**src/rtl/data_mem_access.sv**
```systemverilog
// Memory-access stage: runs one load/store per accepted start over a req/ack data bus.
// Latency: done 2 cycles after start with a zero-wait-state memory, 1 cycle on a fault.
// Backpressure: busy holds the core while in REQ/RESP; start is ignored unless IDLE.
//
// Optional feature macro: MEM_TIMEOUT_EN (bounded wait for mem_ack, faults after
// TIMEOUT_CYCLES cycles in REQ). Default build waits for ack forever.
//
// Ports:
//   clk, reset                    clock, synchronous active-high reset
//   start, mem_read, mem_write    request strobe and operation select
//   size, sign_ext                access size (byte/half/word/double), load sign extension
//   address, store_data           effective byte address, right-justified store data
//   busy, done, fault, read_data  core-side status and extended load result
//   mem_req, mem_we, mem_addr,
//   mem_be, mem_wdata             bus request (doubleword aligned, lane steered)
//   mem_ack, mem_rdata            bus acknowledge and read data (same cycle)
module data_mem_access #(
    parameter int WORD           = 64,
    parameter int TIMEOUT_CYCLES = 255
) (
    input  logic            clk,
    input  logic            reset,
    input  logic            start,
    input  logic            mem_read,
    input  logic            mem_write,
    input  logic [1:0]      size,
    input  logic            sign_ext,
    input  logic [WORD-1:0] address,
    input  logic [WORD-1:0] store_data,
    output logic            busy,
    output logic            done,
    output logic            fault,
    output logic [WORD-1:0] read_data,
    output logic            mem_req,
    output logic            mem_we,
    output logic [WORD-1:0] mem_addr,
    output logic [7:0]      mem_be,
    output logic [WORD-1:0] mem_wdata,
    input  logic            mem_ack,
    input  logic [WORD-1:0] mem_rdata
);

    if (WORD != 64 || TIMEOUT_CYCLES < 1 || TIMEOUT_CYCLES > 255) begin : g_bad_param
        $error("data_mem_access: WORD must be 64 and TIMEOUT_CYCLES in 1..255");
    end

    typedef enum logic [1:0] {
        IDLE = 2'd0,
        REQ  = 2'd1,
        RESP = 2'd2
    } state_t;

    state_t state;
    state_t state_nxt;

    // Request fields latched at the accepted start
    logic            req_read;
    logic            req_write;
    logic [1:0]      req_size;
    logic            req_sext;
    logic [2:0]      req_off;
    logic            req_fault;

    logic            accept;
    logic            illegal;
    logic            misaligned;
    logic            timeout_hit;
    logic [7:0]      be_calc;
    logic [WORD-1:0] lane_mask;
    logic [WORD-1:0] raw;
    logic [WORD-1:0] load_ext;

    assign accept  = (state == IDLE) && start;
    assign illegal = (mem_read == mem_write);

    always_comb begin
        misaligned = 1'b0;
        case (size)
            2'b01:   misaligned = address[0];
            2'b10:   misaligned = |address[1:0];
            2'b11:   misaligned = |address[2:0];
            default: misaligned = 1'b0;
        endcase
    end

    always_comb begin
        be_calc = 8'h00;
        case (size)
            2'b00:   be_calc = 8'h01 << address[2:0];
            2'b01:   be_calc = 8'h03 << address[2:0];
            2'b10:   be_calc = 8'h0F << address[2:0];
            default: be_calc = 8'hFF;
        endcase
    end

    // Expand byte enables to a bit mask so unused lanes of mem_wdata are driven 0
    always_comb begin
        lane_mask = '0;
        for (int i = 0; i < 8; i++) begin
            lane_mask[8*i +: 8] = {8{be_calc[i]}};
        end
    end

    // Bring the addressed bytes down to bit 0, then extend by size
    assign raw = mem_rdata >> {req_off, 3'b000};

    always_comb begin
        load_ext = raw;
        case (req_size)
            2'b00:   load_ext = {{(WORD-8){req_sext & raw[7]}},   raw[7:0]};
            2'b01:   load_ext = {{(WORD-16){req_sext & raw[15]}}, raw[15:0]};
            2'b10:   load_ext = {{(WORD-32){req_sext & raw[31]}}, raw[31:0]};
            default: load_ext = raw;
        endcase
    end

`ifdef MEM_TIMEOUT_EN
    logic [7:0] tmo_cnt;

    // Zero whenever outside REQ, so every REQ entry starts from 0
    always_ff @(posedge clk) begin
        if (reset) begin
            tmo_cnt <= 8'd0;
        end else if (state != REQ) begin
            tmo_cnt <= 8'd0;
        end else if (!mem_ack) begin
            tmo_cnt <= tmo_cnt + 8'd1;
        end
    end

    // An ack in the final cycle takes priority over the timeout
    assign timeout_hit = (state == REQ) && !mem_ack &&
                         (tmo_cnt == 8'(TIMEOUT_CYCLES - 1));
`else
    assign timeout_hit = 1'b0;
`endif

    always_ff @(posedge clk) begin
        if (reset) begin
            state <= IDLE;
        end else begin
            state <= state_nxt;
        end
    end

    always_comb begin
        state_nxt = state;
        case (state)
            IDLE: begin
                if (start) begin
                    state_nxt = (illegal || misaligned) ? RESP : REQ;
                end
            end
            REQ: begin
                if (mem_ack || timeout_hit) begin
                    state_nxt = RESP;
                end
            end
            RESP:    state_nxt = IDLE;
            default: state_nxt = IDLE;
        endcase
    end

    always_ff @(posedge clk) begin
        if (reset) begin
            req_read  <= 1'b0;
            req_write <= 1'b0;
            req_size  <= 2'b00;
            req_sext  <= 1'b0;
            req_off   <= 3'd0;
            req_fault <= 1'b0;
            read_data <= '0;
            mem_addr  <= '0;
            mem_be    <= 8'h00;
            mem_wdata <= '0;
        end else begin
            if (accept) begin
                req_read  <= mem_read;
                req_write <= mem_write;
                req_size  <= size;
                req_sext  <= sign_ext;
                req_off   <= address[2:0];
                req_fault <= illegal || misaligned;
                mem_addr  <= {address[WORD-1:3], 3'b000};
                mem_be    <= be_calc;
                mem_wdata <= (store_data << {address[2:0], 3'b000}) & lane_mask;
            end
            if (state == REQ) begin
                if (mem_ack) begin
                    if (req_read) begin
                        read_data <= load_ext;
                    end
                end else if (timeout_hit) begin
                    req_fault <= 1'b1;
                end
            end
        end
    end

    assign busy    = (state != IDLE);
    assign done    = (state == RESP);
    assign fault   = (state == RESP) && req_fault;
    assign mem_req = (state == REQ);
    assign mem_we  = (state == REQ) && req_write;

endmodule

```
**config.mk**
```make
export PLATFORM = sky130hd
export DESIGN_NAME = data_mem_access
export DESIGN_NICKNAME = d
export VERILOG_FILES = /design/src/rtl/data_mem_access.sv
export SDC_FILE = /design/constraint.sdc
export NUM_CORES = 1
export LEC_CHECK = 0
export BUFFER_PORTS_ARGS = -buffer_cell sky130_fd_sc_hd__buf_2
export CAP_MARGIN = 10
export CORE_MARGIN = 8
export CORE_UTILIZATION = 43
export CTS_BUF_LIST = sky130_fd_sc_hd__clkbuf_8 sky130_fd_sc_hd__clkbuf_16
export CTS_CLUSTER_SIZE = 14
export DETAILED_ROUTE_END_ITERATION = 10
export GPL_ROUTABILITY_DRIVEN = 0
export HOLD_SLACK_MARGIN = 0.1
export PLACE_DENSITY = 0.69
export SYNTH_ARGS = -nofsm -noshare
export SYNTH_HDL_FRONTEND = slang
export SYNTH_SLANG_ARGS = --single-unit
```
**constraint.sdc**
```tcl
create_clock -name clk -period 2.7 [get_ports clk]
set_input_delay 0.54 -clock clk [delete_from_list [all_inputs] [get_ports clk]]
set_output_delay 0.54 -clock clk [all_outputs]
set_load 0.005 [all_outputs]
```
Word level (Yosys, flattened, before mapping). Index checks and enable logic that the tools add are counted. W data, S select, Z words.

Output and inout port bits: 205. Register bits after elaboration: 208. Logic and storage cells: 49. Input bits: 201.

Shift-type cells: 5. Eq/ne operators: 10. Bitwise operators: 4. Reductions and logical operators: 12. Mux-type cells: 7.

Operators with widths (count): $pmux W64 S3 (1); $and A64 B64 Y64 (1); $shl A64 B6 Y64 (1); $shr A64 B6 Y64 (1); $pmux W8 S3 (1); $eq A2 B2 Y1 const B (4); $shl A1 B3 Y8 const A (1); $shl A2 B3 Y8 const A (1); $shl A4 B3 Y8 const A (1); $eq A2 B1 Y1 const B (3); $logic_not A2 Y1 (3); $mux W2 (3); $pmux W2 S2 (1); $and A1 B1 Y1 (3); $logic_and A1 B1 Y1 (3); $pmux W1 S3 (1); $reduce_and A3 Y1 (1); $reduce_or A3 Y1 (1); $ne A2 B1 Y1 const B (1); $ne A2 B2 Y1 const B (1); $reduce_and A2 Y1 (1); $reduce_bool A2 Y1 (1); $reduce_or A2 Y1 (1); $eq A1 B1 Y1 (1); $logic_or A1 B1 Y1 (1).

Depth between registers and ports, before layout.
Depth after elaboration: 6. Depth in mapped cells: 9. Gate-level depth less buffers: 7.

Worst setup path after synthesis. OpenSTA, ideal clock, no wires.

Path kind: input-to-reg. Start point: in address[0]. End point: reg mem_wdata[55]. Setup time: 0.128 ns. Buffers on the path: 4. Slack: 0.635 ns. Data required time: 2.572 ns. Cell stages on the path: 8. Arrival: 1.937 ns. Cell sequence: clkbuf_1 > buf_2 > buf_2 > buf_2 > a2bb2oi_1 > mux2i_1 > a22oi_1 > nor2_1.

Longest elaborated chain between the ends: 3. Elaborated cells between the ends (all ways): 6. Those cells by class: shift: 4; mux: 1; bitwise: 1.

Ends and longest elaborated chain: start: declaration (line 28) `input logic [WORD-1:0] address,`; parallel branches: the longest is 2 deep, another holds $shl A64 B6 Y64; $and A64 B64 Y64 (*) (line 186) `mem_wdata <= (store_data << {address[2:0], 3'b000}) & lane_mask;`; end signal: assignment (line 186); end: declaration (line 38) `output logic [WORD-1:0] mem_wdata,`.

Mark *: on every way between the ends. A chain may end at the register's enable or synchronous reset.

Final worst setup path.
Start point: reg req_off[0]. End point: reg read_data[62].

Longest elaborated chain between the ends: 3. Elaborated cells between the ends (all ways): 5. Those cells by class: shift: 1; mux: 1; bitwise: 3.

Ends and longest elaborated chain: start: declaration (line 61) `logic [2:0] req_off;`; start signal: assignment (line 182) `req_off <= address[2:0];`; $shr A64 B6 Y64 (*) (line 105) `assign raw = mem_rdata >> {req_off, 3'b000};`; $and A1 B1 Y1 (on tied branches) (line 112, 110, 111); $pmux W64 S3 (*) (line 109) `case (req_size)`; end signal: assignment (line 191) `read_data <= load_ext;`; end: declaration (line 33) `output logic [WORD-1:0] read_data,`.

Mark *: on every way between the ends. The rest lies on a longest branch, timed or not.

==> impl_metrics.json <==
{
  "cts_tree": "done",
  "path_max_fanout": 32,
  "ctsResizeCount": 0,
  "cts_max_path_buffers": 3,
  "switching_power_uw": 2356,
  "fin_util": 0.5633,
  "min_path_type": "in2reg",
  "endpoint_kind": "register",
  "io_buffers": 402,
  "place_area_sq_um": 13360,
  "ctsHoldBuffers": 0,
  "ys_warn_count": 0,
  "combPwrFrac": 0.194,
  "clk_latency_ps": 520,
  "regToRegSetupSlack_ps": 410,
  "row_count": 58,
  "p_leak_uw": 0.006166,
  "powerDensity_nw_per_um2": 584.9,
  "fin_skew_ps": 13.96,
  "maxCapViolCount": 0,
  "rsz0062_at_grt": "false",
  "cts_made_buffers": 24,
  "internal_power_uw": 5941,
  "drt_iter0_drc": 1114,
  "hold_violations": 0,
  "max_freq_mhz": 437.2,
  "die_h_microns": 176.3,
  "drc": 0,
  "worstPathRequired_ps": 3120,
  "chipWidth_microns": 176.3,
  "seq_power_share": 0.399,
  "dr.pass1.iters": 5,
  "antenna_found_initial": 4,
  "peakVddDrop_mv": 0.4825,
  "synth_ff_type": "dfxtp_1",
  "post_cts_buffers": 0,
  "finalSetupViolCount": 0,
  "syn_area_per_cell_sq_um": 8.330,
  "grt_overflow": 0,
  "syn_to_final_growth_pct": 28.42,
  "post_synth_num_cell_types": 57,
  "clkPwrFrac": 0.407,
  "final_net_count": 1883,
  "grt_pass1_wl_microns": 65180,
  "sw_frac_of_total": 0.2840,
  "vias_per_cell": 5.622,
  "initial_core_util": 0.4386,
  "criticalPathCategory": "reg2reg",
  "num_vias": 11380,
  "final_antenna_net_count": 0,
  "root_buffer": "clkbuf_16",
  "postSynthCellCount": 1326,
  "worst_slew_pin_slew_ps": 826.5,
  "grt_max_degree": 78,
  "fin_setup_tns_ps": 0,
  "drive_above_1_share": 0.3473,
  "h-tree-depth": 1,
  "yosysSeqAreaShare": 0.3770,
  "pin_count": 406,
  "fin_crit_sh": 0.8471,
  "ys_ff_latch": 208,
  "wl_per_cell_microns": 21.28,
  "slew_headroom": 0.4469,
  "fin_area_sq_um": 14180,
  "fp.coreArea_sq_um": 25180,
  "dieArea_sq_um": 31070,
  "crit_arrival_ps": 2710,
  "wl_microns": 43060,
  "status": "finished clean",
  "slew_viol_final": 0,
  "clock-sinks": 208,
  "async_flop_share": 0,
  "period_needed_ps": 2287,
  "cp-start-kind": "register",
  "hpwlAfterDp_microns": 32290,
  "grt_usage": 0.2622,
  "synthesis.area_sq_um": 11050,
  "synth-edff-count": 0,
  "grt_pass1_vias": 11490,
  "clk_pin_slew_ps": 60
}
[kinds of logic (layout without fill, tap and decap cells)]
group / count (synthesis) / in the layout / synth area share
compound gates: 335 / 335 / 0.2038
xor+xnor: 1 / 1 / 0.0007931
fa+ha+maj: 6 / 6 / 0.006796
buf+inv: 129 / 494 / 0.05131
flops: 208 / 208 / 0.3770
mux: 148 / 148 / 0.1712
other cells: 1 / 4 / 0.0003395
simple gates: 498 / 498 / 0.1888
[layer usage]
metal,part of all wire,vias up,GRT usage,wire [microns]
li1,-,5346,-,-
met1,0.37,5267,0.2990,15980
met2,0.47,648,0.4353,20210
met3,0.11,111,0.08972,4890
met4,0.045,6,0.1240,1950
met5,0.00077,-,0,33
[power groups by stage]
stage / clock network, uW / logic (uW) / registers (uW)
final: 3380 / 1610 / 3310
after global routing: 3560 / 1750 / 3320
after CTS: 3450 / 1610 / 3310
after detailed placement: 0 / 1600 / 3370
after global placement: 0 / 1580 / 3370
after floorplan: 0 / 956 / 3350
[cell type report]
class / instances / area [sq um]
fillers: 2345 / 11000
repair buffers: 440 / 2391
flip-flops and latches: 208 / 4172
inverters: 11 / 41.29
multi-input cells: 991 / 6340
clock inverters: 12 / 106.4
diodes: 1 / 2.502
well taps: 330 / 412.9
clock buffers: 31 / 719.4
[cell usage after synthesis (19+ instances only)]
master / n / share of area
a211oi_1: 52 / 0.035
a21oi_1: 113 / 0.051
a22oi_1: 47 / 0.032
buf_2: 36 / 0.016
clkbuf_1: 70 / 0.024
dfxtp_1: 208 / 0.38
mux2_2: 52 / 0.053
mux2i_1: 67 / 0.061
mux4_2: 27 / 0.055
nand2_1: 256 / 0.087
nand2b_1: 20 / 0.011
nor2_1: 161 / 0.055
nor2b_1: 21 / 0.012
nor3_1: 19 / 0.0086
o21ai_0: 45 / 0.020
[worst max-delay path, stage by stage (launching register included)]
cell	delay (ps)
dfxtp_4	580
nand2b_1	180
o22ai_1	120
o41ai_2	740
nor3_4	90
buf_12	200
a211oi_1	260
[through the flow]
step | hold WS [ps] | std cells | power [uW] | setup slack [ps]
finish | 255.3 | 2024 | 8297 | 412.9
global route | 248.0 | 2024 | 8635 | 236.4
CTS | 233.3 | 2023 | 8358 | 352.0
detailed placement | 442.7 | 1980 | 4968 | 246.2
global placement | 438.4 | 1980 | 4942 | 296.0
floorplan | 431.7 | 1328 | 4309 | 635.1
[flip-flops by register name, summed over array words and instances (netlist names)]
| signal | flops |
|---|---|
| read_data | 64 |
| req_sext | 1 |
| state | 2 |
| req_write | 1 |
| req_fault | 1 |
| mem_be | 8 |
| mem_wdata | 64 |
| req_read | 1 |
| req_size | 2 |
| mem_addr | 61 |
| req_off | 3 |
[final timing paths]
| check | endpoint | from | depth (start not counted) |
|---|---|---|---|
| max | read_data[62] | req_off[0] | 6 |
| min | mem_addr[56] | address[56] | 3 |
| max reg2reg | read_data[62] | req_off[0] | 6 |
| min reg2reg | mem_addr[44] | mem_addr[44] | 2 |
[cell usage in the layout, fill, tap and decap left out, drive strengths merged, types with 7 or more instances in the layout]
| master | count |
|---|---|
| nand2 | 256 |
| clkbuf | 31 |
| nand2b | 20 |
| mux2i | 67 |
| a211oi | 62 |
| dfxtp | 208 |
| o21ai | 47 |
| a21oi | 113 |
| nor2 | 162 |
| a211o | 8 |
| a2bb2oi | 10 |
| nor3 | 20 |
| o211ai | 10 |
| inv | 16 |
| a21o | 9 |
| a22oi | 47 |
| mux4 | 27 |
| o2bb2ai | 9 |
| buf | 440 |
| nor2b | 21 |
| a311oi | 7 |
| mux2 | 54 |
Power figures use the tool's default switching activity.
